File: config.mk
export PLATFORM = sky130hd
export DESIGN_NAME = router_dest_reader
export DESIGN_NICKNAME = d
export VERILOG_FILES = /design/src/rtl/router_pkg.sv /design/src/rtl/router_parity_acc.sv /design/src/rtl/router_dest_reader.sv
export SDC_FILE = /design/constraint.sdc
export NUM_CORES = 1
export LEC_CHECK = 0
export ABC_AREA = 1
export BUFFER_PORTS_ARGS = -buffer_cell sky130_fd_sc_hd__buf_4
export CORE_MARGIN = 3
export CORE_UTILIZATION = 45
export CTS_BUF_LIST = sky130_fd_sc_hd__clkbuf_16
export DETAILED_ROUTE_END_ITERATION = 16
export HOLD_SLACK_MARGIN = 0.1
export PLACE_DENSITY = 0.69
export SLEW_MARGIN = 20
export SYNTH_ARGS = -nofsm -noshare
export SYNTH_HDL_FRONTEND = slang
export SYNTH_SLANG_ARGS = --single-unit
File: constraint.sdc
create_clock -name clk -period 1.5 [get_ports clk]
set_input_delay 0.375 -clock clk [delete_from_list [all_inputs] [get_ports clk]]
set_output_delay 0.375 -clock clk [all_outputs]
set_load 0.05 [all_outputs]
File: src/rtl/router_pkg.sv
// Shared router definitions: byte/field widths, the destination reader
// state encoding, and header field extraction helpers.
package router_pkg;

  localparam int DATA_W = 8;
  localparam int LEN_W  = 6;
  localparam int ADDR_W = 2;

  typedef enum logic [2:0] {
    IDLE,
    WAIT,
    RD_HDR,
    HDR_CAP,
    RD_BODY,
    CHECK
  } state_t;

  // Payload length lives in the upper six header bits.
  function automatic logic [LEN_W-1:0] hdr_len(input logic [DATA_W-1:0] b);
    return b[DATA_W-1:ADDR_W];
  endfunction

  // Destination port lives in the low two header bits.
  function automatic logic [ADDR_W-1:0] hdr_addr(input logic [DATA_W-1:0] b);
    return b[ADDR_W-1:0];
  endfunction

endpackage

File: src/rtl/router_parity_acc.sv
// Running XOR parity accumulator. Priority: clear, then load, then xor.
// Shared by the input-side parity generator and the destination reader.
module router_parity_acc
  import router_pkg::*;
#(
  parameter int W = DATA_W
) (
  input  logic         clk,
  input  logic         resetn,
  input  logic         clear,
  input  logic         load,
  input  logic [W-1:0] load_val,
  input  logic         xor_en,
  input  logic [W-1:0] xor_val,
  output logic [W-1:0] acc
);

  // Accumulator register with synchronous active-low reset.
  always_ff @(posedge clk) begin
    if (!resetn)     acc <= '0;
    else if (clear)  acc <= '0;
    else if (load)   acc <= load_val;
    else if (xor_en) acc <= acc ^ xor_val;
  end

endmodule

File: src/rtl/router_dest_reader.sv
// Destination-side packet reader for one router output FIFO.
// Reads header, payload and parity byte; reports length, address and errors.
// Optional macro ROUTER_DEST_STATS_EN adds packet/error counters.
module router_dest_reader
  import router_pkg::*;
#(
  parameter logic [1:0] PORT_ADDR = 2'd0,
  parameter int         DELAY_W   = 5
) (
  input  logic               clk,
  input  logic               resetn,
  input  logic               valid_out,
  input  logic [DATA_W-1:0]  data_in,
  input  logic               soft_reset,
  input  logic [DELAY_W-1:0] start_delay,
  output logic               read_enb,
  output logic               pkt_done,
  output logic [LEN_W-1:0]   pkt_len,
  output logic [ADDR_W-1:0]  pkt_addr,
  output logic               parity_err,
  output logic               addr_err,
  output logic               busy
`ifdef ROUTER_DEST_STATS_EN
  ,
  output logic [15:0]        pkt_count,
  output logic [7:0]         err_count
`endif
);

  state_t             state, state_nxt;
  logic [DELAY_W-1:0] dly_cnt;
  logic               rd_q;
  logic [LEN_W-1:0]   len_r;
  logic [ADDR_W-1:0]  addr_r;
  logic [LEN_W:0]     remaining;   // reads still to issue (payload + parity)
  logic [LEN_W:0]     cap_cnt;     // body bytes captured so far
  logic [DATA_W-1:0]  par_byte;
  logic [DATA_W-1:0]  par_acc;
  logic               last_cap;
  logic               acc_clr, acc_load, acc_xor, do_check;
  logic               chk_perr, chk_aerr;

  // The last body capture is the parity byte, not payload.
  assign last_cap = rd_q && (cap_cnt == {1'b0, len_r});
  assign chk_perr = (par_acc != par_byte);
  assign chk_aerr = (addr_r != PORT_ADDR);

  // State register.
  always_ff @(posedge clk) begin
    if (!resetn) state <= IDLE;
    else         state <= state_nxt;
  end

  // Next-state logic; soft_reset aborts from any state.
  always_comb begin
    state_nxt = state;
    if (soft_reset) begin
      state_nxt = IDLE;
    end else begin
      case (state)
        IDLE:    if (valid_out) state_nxt = (start_delay != '0) ? WAIT : RD_HDR;
        WAIT:    if (dly_cnt == DELAY_W'(1)) state_nxt = RD_HDR;
        RD_HDR:  if (read_enb) state_nxt = HDR_CAP;
        HDR_CAP: state_nxt = RD_BODY;
        RD_BODY: if (last_cap) state_nxt = CHECK;
        CHECK:   state_nxt = IDLE;
        default: state_nxt = IDLE;
      endcase
    end
  end

  // Outputs and datapath strobes decoded from state; read_enb drops the
  // same cycle as an underflow, abort or reset.
  always_comb begin
    read_enb = valid_out && !soft_reset && resetn &&
               ((state == RD_HDR) || ((state == RD_BODY) && (remaining != '0)));
    busy     = (state != IDLE);
    acc_clr  = (state == IDLE);
    acc_load = (state == HDR_CAP) && rd_q;
    acc_xor  = (state == RD_BODY) && rd_q && !last_cap;
    do_check = (state == CHECK) && !soft_reset;
  end

  // Delay, header, body bookkeeping and status registers.
  always_ff @(posedge clk) begin
    if (!resetn) begin
      dly_cnt    <= '0;
      rd_q       <= 1'b0;
      len_r      <= '0;
      addr_r     <= '0;
      remaining  <= '0;
      cap_cnt    <= '0;
      par_byte   <= '0;
      pkt_done   <= 1'b0;
      pkt_len    <= '0;
      pkt_addr   <= '0;
      parity_err <= 1'b0;
      addr_err   <= 1'b0;
    end else begin
      rd_q     <= read_enb;
      pkt_done <= do_check;
      case (state)
        IDLE: if (valid_out) dly_cnt <= start_delay;
        WAIT: dly_cnt <= dly_cnt - DELAY_W'(1);
        HDR_CAP: begin
          if (rd_q) begin
            len_r     <= hdr_len(data_in);
            addr_r    <= hdr_addr(data_in);
            remaining <= {1'b0, hdr_len(data_in)} + (LEN_W+1)'(1);
          end
          cap_cnt <= '0;
        end
        RD_BODY: begin
          if (read_enb) remaining <= remaining - (LEN_W+1)'(1);
          if (rd_q) begin
            cap_cnt <= cap_cnt + (LEN_W+1)'(1);
            if (last_cap) par_byte <= data_in;
          end
        end
        CHECK: begin
          if (do_check) begin
            pkt_len    <= len_r;
            pkt_addr   <= addr_r;
            parity_err <= chk_perr;
            addr_err   <= chk_aerr;
          end
        end
        default: ;
      endcase
    end
  end

  router_parity_acc #(.W(DATA_W)) u_par (
    .clk      (clk),
    .resetn   (resetn),
    .clear    (acc_clr),
    .load     (acc_load),
    .load_val (data_in),
    .xor_en   (acc_xor),
    .xor_val  (data_in),
    .acc      (par_acc)
  );

`ifdef ROUTER_DEST_STATS_EN
  // Completed-packet and errored-packet counters; error count saturates.
  always_ff @(posedge clk) begin
    if (!resetn) begin
      pkt_count <= '0;
      err_count <= '0;
    end else if (do_check) begin
      pkt_count <= pkt_count + 16'd1;
      if ((chk_perr || chk_aerr) && (err_count != 8'hFF))
        err_count <= err_count + 8'd1;
    end
  end
`endif

endmodule
==> impl_metrics.py <==
metrics = {
    "die": {
        "num_rows": 29,
        "io_pins": 30,
        "core_mm2": 0.00649,
        "die_x_um": 88.8,
        "die-height_um": 88.8,
        "initial_core_util_pct": 47.5,
        "die_area_mm2": 0.00789,
    },
    "synth": {
        "synth_edf_count": 0,
        "async_reset_ff_share_pct": 0,
        "ys.warnings.count": 0,
        "synth_cell_type_count": 39,
        "synth-seq-cells": 58,
        "synth_nets": 462,
        "syn_inst": 440,
        "synth_ff_type": "dfxtp_1",
        "seq_area_frac_synth_pct": 37.6,
        "syn-cell-area_mm2": 0.00309,
        "syn_avg_cell_area_um2": 7.01,
    },
    "cts": {
        "clock_latency_ns": 0.33,
        "cts_buffers": 9,
        "cts_max_level": 3,
        "root_buffer": "clkbuf_16",
        "clk_pin_slew_worst_paths_ns": 0.05,
        "cts.sinks": 58,
        "cts_tree": "done",
        "clockBufferDepth": 2,
    },
    "setup_path": {
        "path_cells": "inv_2 > ha_4 > inv_2 > nor2_2 > nand3_2 > nand2_4 > a21boi_4 > buf_6",
        "cp.required_ns": 1.12,
        "slowest_delay_ns": 0.34,
        "critical_path_buf_inv_count": 3,
        "r2r_cells": 12,
        "cp_slowest_cell": "dfxtp_2",
        "crit_top_cell": "inv_2",
        "crit_type": "reg2out",
        "path_depth": 8,
        "cp_max_fo": 2,
        "r2r_setup_slack_ns": -0.17,
        "critical_path.startpoint_type": "flip-flop",
        "cp_data_arrival_time_ns": 1.44,
        "crit_path_start": "remaining[0]",
        "timing.rr.end": "remaining[2]",
        "cp_top_family": "flip-flops",
        "crit_end": "read_enb",
        "endpoint_kind": "primary output",
        "regToRegStartpoint": "remaining[0]",
    },
    "place": {
        "dp.cells": 560,
        "port_buffers": 29,
        "gp_congestion": 0.870,
        "dpl.hpwl_um": 5510,
    },
    "final_layout": {
        "n_antenna_cell": 0,
        "areaGrowthSynthToFinish_pct": 30.3,
        "final-instance-count-excl-fill": 586,
        "layout.nets": 528,
        "drive_gt1_share_pct": 26.5,
    },
    "drt": {
        "postRouteAntennaNets": 0,
        "drtPass1Iterations": 4,
        "wl_um": 7890,
        "viasPerCell": 5.23,
        "drtIter0Drc": 162,
        "wl_per_cell_um": 13.5,
        "drc": 0,
        "vias": 3067,
    },
    "power_and_ir_drop": {
        "leakage_nw": 1.74,
        "peakVddDrop_v": 0.000657,
        "p_total_mw": 3.72,
        "powerDensity_mw_per_mm2": 926,
    },
    "sta": {
        "finalMaxSlewViolations": 0,
        "relSlewSlack_pct": 78.2,
        "rsz0062_at_grt": "yes",
        "timing.final.crit_share_pct": 121,
        "finalSetupViolCount": 8,
        "worstMarginPinSlew_ns": 0.324,
        "finalHoldViolations": 0,
        "fmax_ghz": 0.552,
        "fin_skew_ns": 0.0105,
        "fin_crit_ns": 1.81,
        "timing.final.ws_setup_ns": -0.312,
    },
    "flow_run": {
        "drv_cap": 0,
    },
    "min_path": {
        "holdPathStages": 3,
        "hold_path_class": "in2reg",
    },
    "global_routing": {
        "grt_start_max_net_pins": 30,
        "antenna_found_initial": 0,
        "grtUsageTotal_pct": 20.7,
        "grt_pass1_vias": 2748,
        "overflow": 0,
        "grt_pass1_wl_um": 12500,
    },
    "status": {
        "violations": "negative setup slack",
        "outcome": "complete, but fails checks",
    },
}
## through the flow
stage / cell area, um2 / hold slack [ns] / setup slack (ns) / TNS, ns / util [%]
6_report: 4020 / 0.308 / -0.312 / -1.30 / 61.9
2_1_floorplan: 3110 / 0.428 / -0.0499 / -0.0499 / -
5_1_grt: 4020 / 0.329 / -0.365 / -2.60 / 61.9
3_5_place_dp: 3540 / 0.451 / -0.0590 / -0.167 / 54.5
4_1_cts: 3860 / 0.306 / -0.262 / -0.931 / 59.4
3_3_place_gp: 3540 / 0.441 / -0.0271 / -0.0271 / 54.5
## sequential cells by signal, summed over array words and instances, names as in the netlist
signal      cells
addr_r          2
u_par.acc       8
rd_q            1
par_byte        8
remaining       7
state           3
addr_err        1
len_r           6
dly_cnt         5
parity_err      1
pkt_done        1
pkt_len         6
cap_cnt         7
pkt_addr        2
## power by group
part | total [mW] | internal (mW) | switching [mW]
logic | 0.395 | 0.162 | 0.233
registers | 1.58 | 1.56 | 0.0180
clock network | 1.74 | 1.07 | 0.670
total | 3.72 | 2.80 | 0.921
## cells by family after synthesis
logic type	synth area share, %
AND/OR/NAND/NOR	28.7
XOR/XNOR	3.97
AO/OA/AOI/OAI	18.2
buffers and inverters	9.53
flip-flops	37.6
adder cells (fa/ha/maj)	2.03
## synthesized netlist by cell type (4+ instances only)
cell type	count	area, um2
nand2_1	72	270
nor3_1	7	35.0
nor2_2	6	37.5
buf_2	4	20.0
inv_1	43	161
inv_2	8	30.0
nor2_1	49	184
xnor2_1	4	35.0
dfxtp_1	58	1160
nand3_1	32	160
ha_1	5	62.6
nand2_2	6	37.5
o21ai_0	27	135
a21oi_1	46	230
clkbuf_1	4	15.0
xor2_1	10	87.6
o21ai_1	23	115
## tightest hold or removal path, cell delays in order
cell and delay [ns]:
buf_4 0.08, a211oi_1 0.05, nor2_1 0.08
## layout by cell type, fill, tap and decap left out, drive strengths merged
cell type,instances
nand4,4
inv,54
a22oi,1
a21boi,2
clkinv,5
a21oi,46
ha,5
o211ai,2
nand2,83
xnor2,4
nor2,57
a31oi,2
xor2,10
nor3b,2
a211oi,1
o21ai,50
dfxtp,58
o21bai,2
or2,2
buf,65
nor3,8
nand3,33
nor4,1
o31ai,1
clkbuf,9
clkinvlp,2
## area by class of cell
type                    instances  area (um2)
clock inverters                 5        23.8
repair buffers                 65         507
fillers                       576        2480
clock buffers                   9         225
inverters                      56         236
multi-input cells             316        1760
well taps                      77        96.3
flip-flops and latches         58        1170
## metal layers
metal	vias to the layer above	share of wire (%)	global-route usage (%)	wire, um
li1	1576	-	-	-
met1	1419	44	26.2	3490
met2	62	49	33.0	3900
met3	10	5.1	6.89	400
met4	0	1.2	7.14	96
met5	-	0	0	0
## worst min-delay path by stage
stage | from | end | slack, ns
after floorplan | cap_cnt[6] | cap_cnt[6] | 0.43
after global placement | cap_cnt[6] | cap_cnt[6] | 0.44
after detailed placement | par_byte[1] | par_byte[1] | 0.45
after CTS | start_delay[1] | dly_cnt[1] | 0.31
after global routing | start_delay[1] | dly_cnt[1] | 0.33
final | start_delay[1] | dly_cnt[1] | 0.31
## timing repair
| action | 4_1_cts | 5_1_grt |
|---|---|---|
| resized for setup | 12 | 37 |
| hold buffers | 0 | 0 |
| pin swaps | 4 | 10 |
| setup endpoints to repair | 10 | 31 |
| gates cloned | 0 | 2 |
| setup buffers | 4 | 7 |
No activity file was read; power rests on OpenSTA's default activity.
